[config.mk]
export PLATFORM = sky130hd
export DESIGN_NAME = instr_fetch
export DESIGN_NICKNAME = d
export VERILOG_FILES = /design/src/rtl/instr_fetch.sv
export SDC_FILE = /design/constraint.sdc
export NUM_CORES = 1
export LEC_CHECK = 0
export CAP_MARGIN = 25
export CORE_ASPECT_RATIO = 1.2
export CORE_UTILIZATION = 44
export CTS_BUF_LIST = sky130_fd_sc_hd__clkbuf_2
export CTS_CLUSTER_DIAMETER = 40
export DETAILED_ROUTE_END_ITERATION = 16
export PLACE_DENSITY_LB_ADDON = 0.1
export RECOVER_POWER = 50
export SYNTH_ARGS = -nofsm -noshare
export SYNTH_HDL_FRONTEND = slang
export SYNTH_SLANG_ARGS = --single-unit
[constraint.sdc]
create_clock -name clk_i -period 8.02 [get_ports clk_i]
set_input_delay 1.604 -clock clk_i [delete_from_list [all_inputs] [get_ports clk_i]]
set_output_delay 1.604 -clock clk_i [all_outputs]
set_load 0.005 [all_outputs]
[src/rtl/instr_fetch.sv]
// Fetch unit: owns the PC and fetches from a combinational instruction ROM into a one-entry valid/ready output register.
// Latency: an instruction fetched in cycle N is presented to decode in cycle N+1. A redirect seen in cycle N fetches the target in N+1 and presents it in N+2.
// Backpressure: when if_ready_i is low and an entry is valid, the PC and the output register both hold.
//
// Ports:
//   clk_i, rst_i        clock (rising edge) and asynchronous active-high reset
//   imem_addr_o         byte address to the instruction ROM (always pc_q)
//   imem_data_i         instruction word returned combinationally for imem_addr_o
//   redirect_valid_i    redirect request (branch/jump/trap); highest priority
//   redirect_pc_i       redirect target
//   if_valid_o          output register holds an instruction
//   if_ready_i          decode accepts the entry this cycle
//   if_pc_o             PC of the delivered entry
//   if_instr_o          delivered instruction word
//   if_misalign_o       the entry is a misaligned-fetch exception marker
//   fetch_count_o       number of completed valid & ready handshakes
module instr_fetch #(
    parameter logic [63:0] RESET_PC  = 64'h0,
    parameter logic [31:0] NOP_INSTR = 32'h0000_0013
) (
    input  logic        clk_i,
    input  logic        rst_i,
    output logic [63:0] imem_addr_o,
    input  logic [31:0] imem_data_i,
    input  logic        redirect_valid_i,
    input  logic [63:0] redirect_pc_i,
    output logic        if_valid_o,
    input  logic        if_ready_i,
    output logic [63:0] if_pc_o,
    output logic [31:0] if_instr_o,
    output logic        if_misalign_o,
    output logic [63:0] fetch_count_o
);

    typedef enum logic {RUN, HALT} state_t;

    state_t      state_q, state_d;
    logic        exc_pending_q, exc_pending_d;
    logic [63:0] pc_q, pc_d;
    logic        valid_q, valid_d;
    logic [63:0] out_pc_q, out_pc_d;
    logic [31:0] out_instr_q, out_instr_d;
    logic        out_misalign_q, out_misalign_d;
    logic [63:0] count_q;

    logic accept;
    logic handshake;

    // The output register can take a new entry when it is empty or
    // when decode drains it this very cycle.
    assign accept    = !valid_q || if_ready_i;
    assign handshake = valid_q && if_ready_i;

    assign imem_addr_o   = pc_q;
    assign if_valid_o    = valid_q;
    assign if_pc_o       = out_pc_q;
    assign if_instr_o    = out_instr_q;
    assign if_misalign_o = out_misalign_q;
    assign fetch_count_o = count_q;

    always_comb begin
        state_d        = state_q;
        exc_pending_d  = exc_pending_q;
        pc_d           = pc_q;
        valid_d        = valid_q;
        out_pc_d       = out_pc_q;
        out_instr_d    = out_instr_q;
        out_misalign_d = out_misalign_q;

        if (redirect_valid_i) begin
            // Flush: the current entry is dropped, but if_pc_o keeps its last
            // value. A misaligned target parks fetch in HALT. One exception
            // entry is still owed to decode.
            valid_d        = 1'b0;
            out_instr_d    = NOP_INSTR;
            out_misalign_d = 1'b0;
            pc_d           = redirect_pc_i;
            if (redirect_pc_i[1:0] == 2'b00) begin
                state_d       = RUN;
                exc_pending_d = 1'b0;
            end else begin
                state_d       = HALT;
                exc_pending_d = 1'b1;
            end
        end else begin
            case (state_q)
                RUN: begin
                    if (accept) begin
                        valid_d        = 1'b1;
                        out_pc_d       = pc_q;
                        out_instr_d    = imem_data_i;
                        out_misalign_d = 1'b0;
                        pc_d           = pc_q + 64'd4;
                    end
                end
                HALT: begin
                    if (accept) begin
                        if (exc_pending_q) begin
                            // Deliver the exception marker once. Whatever the
                            // memory returned for the unaligned address is ignored.
                            valid_d        = 1'b1;
                            out_pc_d       = pc_q;
                            out_instr_d    = NOP_INSTR;
                            out_misalign_d = 1'b1;
                            exc_pending_d  = 1'b0;
                        end else if (valid_q) begin
                            // Exception entry consumed with nothing behind it.
                            valid_d        = 1'b0;
                            out_instr_d    = NOP_INSTR;
                            out_misalign_d = 1'b0;
                        end
                    end
                end
                default: begin
                    state_d = RUN;
                end
            endcase
        end
    end

    always_ff @(posedge clk_i or posedge rst_i) begin
        if (rst_i) begin
            state_q        <= RUN;
            exc_pending_q  <= 1'b0;
            pc_q           <= RESET_PC;
            valid_q        <= 1'b0;
            out_pc_q       <= 64'h0;
            out_instr_q    <= NOP_INSTR;
            out_misalign_q <= 1'b0;
        end else begin
            state_q        <= state_d;
            exc_pending_q  <= exc_pending_d;
            pc_q           <= pc_d;
            valid_q        <= valid_d;
            out_pc_q       <= out_pc_d;
            out_instr_q    <= out_instr_d;
            out_misalign_q <= out_misalign_d;
        end
    end

    // A handshake counts even on a redirect edge, because decode already owns that entry.
    always_ff @(posedge clk_i or posedge rst_i) begin
        if (rst_i) begin
            count_q <= 64'h0;
        end else if (handshake) begin
            count_q <= count_q + 64'd1;
        end
    end

endmodule

### Yosys cells after proc, flatten, opt, wreduce, memory -nomap -nowiden

Cells that the tools add are included.

* input bits: 100
* word-level logic and storage cells: 57
* flip-flop bits (word level): 228
* output and inout port bits: 226

* add/subtract/negate cells: 2
* mux-type cells: 27
* reduce and logical (&&, ||, !) cells: 11
* equality and inequality tests: 7
* bitwise gates (word level): 2

Operators by type and width (count)
* $mux W64: 6
* $mux W32: 5
* $pmux W64 S2: 1
* $add A64 B1 Y64 const B: 1
* $add A64 B3 Y64 const B: 1
* $pmux W32 S2: 1
* $mux W1: 12
* $reduce_and A2 Y1: 3
* $ne A2 B1 Y1 const B: 2
* $ne A2 B2 Y1 const B: 2
* $ne A4 B2 Y1 const B: 1
* $pmux W1 S2: 2
* $reduce_and A4 Y1: 1
* $reduce_bool A2 Y1: 2
* $ne A3 B2 Y1 const B: 1
* $ne A3 B3 Y1 const B: 1
* $reduce_and A3 Y1: 1
* $logic_not A2 Y1: 1
* $not A1 Y1: 2
* $logic_and A1 B1 Y1: 1
* $logic_not A1 Y1: 1
* $logic_or A1 B1 Y1: 1

### Longest topological paths before layout

Gate-level depths: netlist of run 1.

* depth after elaboration: 5
* mapped depth: 7
* depth with buffers taken out: 6

### Least setup slack after synthesis of run 1

Ideal clock, no wire load.

* kind: input to register
* from: input port if_ready_i
* to: register pc_q[45], in the netlist imem_addr_o[45]
* cell stages on the path: 6
* required time: 7938 ps
* buffers on the path: 1
* setup slack: 4632 ps
* setup time: 82 ps
* data arrival time: 3306 ps
* cells stage by stage: nor2b_4 or3_4 or4b_4 buf_6 or4_1 a31oi_1

* word-level cells in the longest chain between the ends: 3

RTL lines
* from (decl): RTL line 28 `input logic if_ready_i,`
* $logic_or A1 B1 Y1: RTL line 51 `assign accept = !valid_q || if_ready_i;`
* $reduce_bool A2 Y1 (no line)
* $reduce_and A2 Y1 (no line)
* to (signal assigned): RTL line 133 `pc_q <= pc_d;`
* to (decl): RTL line 39 `logic [63:0] pc_q, pc_d;`

Every way passes these cells.
A chain may end at the register's enable or synchronous reset.

### Worst setup path in the final report of run 1

* from: input port redirect_valid_i
* to: register pc_q[47], in the netlist imem_addr_o[47]

* word-level cells in the longest chain between the ends: 2
* elaborated cells on any way between the ends: 4
* those cells by class: eq/ne (1); mux (1); reduce/logical (2)

RTL lines
* from (decl): RTL line 25 `input logic redirect_valid_i,`
* $ne A2 B2 Y1 (no line) / $reduce_bool A2 Y1 (equally long branches)
* $reduce_and A2 Y1 (no line)

Several ways; a longest one is shown, not always the timed one.

==> flow_summary.yaml, run 1 <==
drt:
  viasPerCell: 5.35
  drtIter0Drc: 456
  vias: 9092
  totalWireLength_mm: 30.1
  drc: 0
  wire_per_inst_um: 17.7
  drt_pass1_iterations: 4
  antenna_left: 0
final_layout:
  final_common_cell: "clkdlybuf4s50_1"
  layout-drive-gt1-share: 0.131
  final_cell_mix: "clkdlybuf4s50_1 (322), dfrtp_1 (225), nand2_1 (135)"
  fin_area_sq_um: 14500
  fillers: 2041
  nets: 1446
  synthToLayoutAreaGrowth_pct: 37.8
cts:
  post-cts-setup-buffer-count: 0
  hold_buffers: 0
  cts_tree: "done"
  numCtsBuffers: 57
  clk_pin_slew_ns: 0.10
  clk_path_buf_depth: 3
  clock_latency_ns: 0.81
  cts_root_buf: "clkbuf_2"
  cts.sinks: 228
  cts_resized: 0
  cts_max_level: 2
outcome:
  status: "finished with violations"
  failed_checks: "capacitance limit, slew limit"
pwr:
  p_int_uw: 1960
  p_leak_uw: 0.00589
  power_density_nw_per_um2: 190
  seqPwrFrac: 0.513
  switching_share: 0.291
  vdd_drop_max_mv: 0.0981
  p_sw_uw: 801
  clock_power_share: 0.269
  pwr-share-comb: 0.218
timing:
  rsz0062_at_grt: "false"
  worstMarginPinSlew_ns: 4.00
  hold_viol_final: 0
  setup-violations-final: 0
  slew_headroom: -1.68
  slew_violations: 333
  tns_ns: 0
  min_period_ns: 5.30
  fin_worst_skew_ns: 0.0511
  fmax_mhz: 189
  setup_ws_ns: 2.72
  min_period_over_period: 0.661
synth:
  synth_largest_area_cell: "dfrtp_1"
  syn_nets: 1104
  yosys-top-cells-area: "dfrtp_1 (54%), mux2_2 (7.4%), nand2_1 (4.8%), xnor2_1 (4.2%), o21ai_0 (3.5%)"
  ys_warn_count: 0
  synth-seq-area-share: 0.543
  syn_area_sq_um: 10500
  yosysUniqueCellTypes: 41
  netlist_instances: 1002
  synth_seq_cells: 228
  synth_area_per_cell_sq_um: 10.5
  synth_top_area_frac: 0.536
floorplan:
  die_h_um: 171
  die_area_sq_um: 24500
  rows: 61
  core_sq_um: 23300
  die_w_um: 143
  start_util: 0.451
  io_pins: 326
global_routing:
  grt_usage: 0.248
  antenna_found_initial: 3
  grt_remaining_overflow: 0
  grt_pass1_vias: 8991
  grt_pass1_wl_mm: 47.7
  grt_max_degree: 90
worst_setup_path:
  startpoint_type: "input port"
  arrival_ns: 5.94
  cp_max_fo: 75
  crit_path_end_kind: "flop"
  rr_startpoint: "if_valid_o$_DFFE_PP0P_"
  r2r-end: "if_pc_o[24]$_DFFE_PP0P_"
  critPathKind: "input port to flop"
  reg2reg_slack_ns: 4.73
  critPathLaunch: "redirect_valid_i"
  r2r_cells: 4
  required_ns: 8.66
place:
  placed_area_sq_um: 14000
  place_congestion: 0.804
  portBuffers: 325
  dp_hpwl_mm: 21.4
  place_ws_ns: 3.60
flow_run:
  max-cap-violations: 5
hold_path:
  min_to: "if_instr_o[1]$_DFFE_PP1P_"
  min_path_cells: 2
  hold_path_class: "flop to flop"
  min_from: "if_instr_o[1]$_DFFE_PP1P_"
[sequential cells by signal (all words and copies together), names as in the netlist]
name,flops
if_instr_o,32
if_valid_o,1
fetch_count_o,64
exc_pending_q,1
state_q,1
if_pc_o,64
imem_addr_o,64
if_misalign_o,1
[logic make-up after synthesis]
| logic type | synth area share |
|---|---|
| mux | 0.0749 |
| flops | 0.543 |
| fa+ha+maj | 0.00238 |
| buf+inv | 0.0247 |
| xor+xnor | 0.0759 |
| simple gates | 0.206 |
| compound gates | 0.0728 |
[critical path, stage by stage]
cell	delay, ns
buf_2	0.07
clkbuf_1	2.14
inv_1	0.32
clkbuf_1	1.08
o311ai_0	0.44
o311ai_0	0.22
[area by class of cell]
type	instances	area, sq um	area share
diodes	3	7.51	0.000518
clock buffers	85	425	0.0294
clock inverters	11	45.0	0.00311
inverters	13	50.0	0.00346
multi-input cells	711	4550	0.314
flip-flops and latches	228	5710	0.394
well taps	315	394	0.0272
repair buffers	333	3300	0.228
[per-stage QoR]
stage | utilization | power (uW) | hold slack [ns] | instances
CTS | 0.623 | 2800 | 0.470 | 1695
global placement | 0.602 | 2030 | 0.450 | 1598
detailed placement | 0.602 | 2040 | 0.456 | 1599
finish | 0.622 | 2760 | 0.467 | 1699
global route | 0.622 | 2920 | 0.487 | 1699
floorplan | - | 1630 | 0.451 | 1002
[power groups by stage]
stage	Sequential (uW)	Clock [uW]	Combinational (uW)
final	1410	741	602
after global routing	1430	837	652
after CTS	1410	777	610
after detailed placement	1440	0	607
after global placement	1430	0	599
after floorplan	1420	0	212
[Yosys cell counts]
master and n:
buf_1 2, and2_1 6, and3_1 17, nand2_2 1, dfstp_2 3, and4_1 16
dfrtp_1 225, o211ai_1 1, mux2_2 69, buf_6 2, nand3_1 40, nand2b_1 5
xor2_1 41, inv_1 12, or3_4 1, inv_2 1, ha_1 2, nor3_1 19
a31oi_1 29, nor2b_4 1, nor2_1 51, clkbuf_1 40, o31ai_1 14, xnor2_1 50
buf_2 6, nand2_1 135, or4_1 17, o31a_1 4, or3_1 14, nor3b_1 2
nor4_2 2, or2_2 7, nor4_1 27, nand4_1 49, a21oi_1 7, nand4b_1 2
mux2i_1 1, or4b_4 1, o311ai_0 4, nor2b_1 3, o21ai_0 73
[layer usage]
layer	routed length, um	vias up	global-route usage
met3	2540	41	0.0766
li1	-	4316	-
met4	703	0	0.0916
met2	14500	327	0.408
met1	12300	4408	0.306
met5	0	-	0
[worst max path at each step]
stage / end / slack (ns) / cells after the start
after detailed placement: imem_addr_o[62]$_DFFE_PP0P_ / 3.60 / 6
after CTS: imem_addr_o[42] / 4.38 / 1
after global routing: imem_addr_o[49]$_DFFE_PP0P_ / 2.29 / 6
after global placement: imem_addr_o[45]$_DFFE_PP0P_ / 3.67 / 6
final: imem_addr_o[47]$_DFFE_PP0P_ / 2.72 / 6
after floorplan: exc_pending_q$_DFFE_PP0P_ / 0.17 / 1
No activity file was read; power rests on OpenSTA's default activity.
==> run 2: changes to the inputs <==
clock period = 4.7 ns   (was 8.02 ns; I/O delays follow)
==> run 2 against run 1 <==
Net effect:
- the flow still finishes with violations (capacitance limit, slew limit)
- sequential cell count did not move
- setup slack worse by 1.8 ns
- die area is the same
- hold slack lost 0.025 ns
- wire length down 1.1%
- highest routed layer unchanged
- power up 69%
==> flow_summary.yaml, run 2 (synthesis gave the netlist of run 1 again) <==
worst_setup_path:
  critPathKind: "input port to flop"
  required_ns: 5.39
  arrival_ns: 4.43
  crit_path_end_kind: "flop"
  cp_max_fo: 44
  startpoint_type: "input port"
pwr:
  p_sw_uw: 1350
  seqPwrFrac: 0.515
  vdd_drop_max_mv: 0.172
  p_int_uw: 3310
  power_density_nw_per_um2: 323
  switching_share: 0.290
  clock_power_share: 0.266
  pwr-share-comb: 0.219
  p_leak_uw: 0.00586
floorplan:
  start_util: 0.451
  core_sq_um: 23300
  rows: 61
  io_pins: 326
  die_area_sq_um: 24500
  die_w_um: 143
  die_h_um: 171
global_routing:
  antenna_found_initial: 2
  grt_pass1_wl_mm: 47.2
  grt_usage: 0.246
  grt_remaining_overflow: 0
  grt_pass1_vias: 8754
  grt_max_degree: 103
drt:
  drc: 0
  drtIter0Drc: 588
  viasPerCell: 5.35
  highest-signal-layer: "met4"
  drt_pass1_iterations: 5
  totalWireLength_mm: 29.7
  vias: 9066
  wire_per_inst_um: 17.5
  antenna_left: 0
  met3WireLength_mm: 2.62
  wl_met1_mm: 12.1
  wl_met2_mm: 14.3
flow_run:
  max-cap-violations: 5
cts:
  clock_latency_ns: 0.83
  clk_path_buf_depth: 3
  cts_tree: "done"
  numCtsBuffers: 56
  cts_max_level: 2
  cts_resized: 0
  hold_buffers: 0
  cts_root_buf: "clkbuf_2"
  cts.sinks: 228
  clk_pin_slew_ns: 0.09
  post-cts-setup-buffer-count: 0
hold_path:
  hold_path_class: "input port to asynchronous set/reset pin"
timing:
  tns_ns: 0
  min_period_over_period: 0.796
  min_period_ns: 3.74
  fmax_mhz: 267
  rsz0062_at_grt: "false"
  setup_ws_ns: 0.957
  fin_worst_skew_ns: 0.0722
  slew_headroom: -0.732
  hold_ws_ns: 0.443
  slew_violations: 340
  setup-violations-final: 0
  hold_viol_final: 0
  worstMarginPinSlew_ns: 2.60
final_layout:
  layout-drive-gt1-share: 0.126
  fin_util: 0.620
  nets: 1446
  final_common_cell: "clkdlybuf4s50_1"
  synthToLayoutAreaGrowth_pct: 37.4
  final_cell_mix: "clkdlybuf4s50_1 (322), dfrtp_1 (225), nand2_1 (135)"
place:
  portBuffers: 325
  place_ws_ns: 0.900
  dp_hpwl_mm: 21.4
  place_congestion: 0.814
outcome:
  failed_checks: "capacitance limit, slew limit"
  status: "finished with violations"
## run 2: cell count changes in the layout (fill, tap and decap cells not counted), sizes merged
cell / delta
clkbuf: -1
diode: -1
inv: +1
buf: -2
clkinv: -1
## run 2: worst paths after layout
check,from,end,slack [ns],cells after the start
setup / recovery,if_ready_i,if_pc_o[38]$_DFFE_PP0P_,0.96,5
hold / removal,rst_i,fetch_count_o[10]$_DFFE_PP0P_,0.44,2
setup reg to reg,if_valid_o$_DFFE_PP0P_,if_pc_o[38]$_DFFE_PP0P_,1.18,4
hold reg to reg,if_instr_o[1]$_DFFE_PP1P_,if_instr_o[1]$_DFFE_PP1P_,0.47,2
max in group asynchronous,rst_i,if_pc_o[11]$_DFFE_PP0P_,1.55,3
min in group clk_i,if_instr_o[1]$_DFFE_PP1P_,if_instr_o[1]$_DFFE_PP1P_,0.47,2
## run 2: power by group through the flow
stage               logic (uW)  clock network (uW)  registers (uW)
floorplan                  361                   0            2420
global placement          1030                   0            2430
finish                    1020                1240            2400
global route              1110                1390            2440
CTS                       1040                1290            2410
detailed placement        1040                   0            2440
## run 2: cell type report
type | count | area [sq um]
Fill cell | 2091 | 8840
Sequential cell | 228 | 5710
Multi-Input combinational cell | 711 | 4540
Timing Repair Buffer | 334 | 3290
Clock buffer | 81 | 405
Tap cell | 315 | 394
Inverter | 13 | 50.0
Clock inverter | 11 | 43.8
Antenna cell | 2 | 5.00
## run 2: through the flow
stage,area [sq um],total power (uW),std cells
final,14400,4660,1695
after global routing,14400,4940,1695
after CTS,14500,4750,1693
after detailed placement,14100,3490,1601
after global placement,14000,3460,1600
after floorplan,10500,2780,1002
## run 2: layer usage
layer	GRT usage	vias up
li1	-	4298
met1	0.309	4391
met2	0.405	336
met3	0.0724	41
met4	0.0842	0
met5	0	-
## run 2: worst max-delay path: stages
cell,delay (ns)
dlygate4sd3_1,0.65
nor2b_1,0.24
nor3_1,0.28
clkbuf_1,1.81
mux2_2,0.47
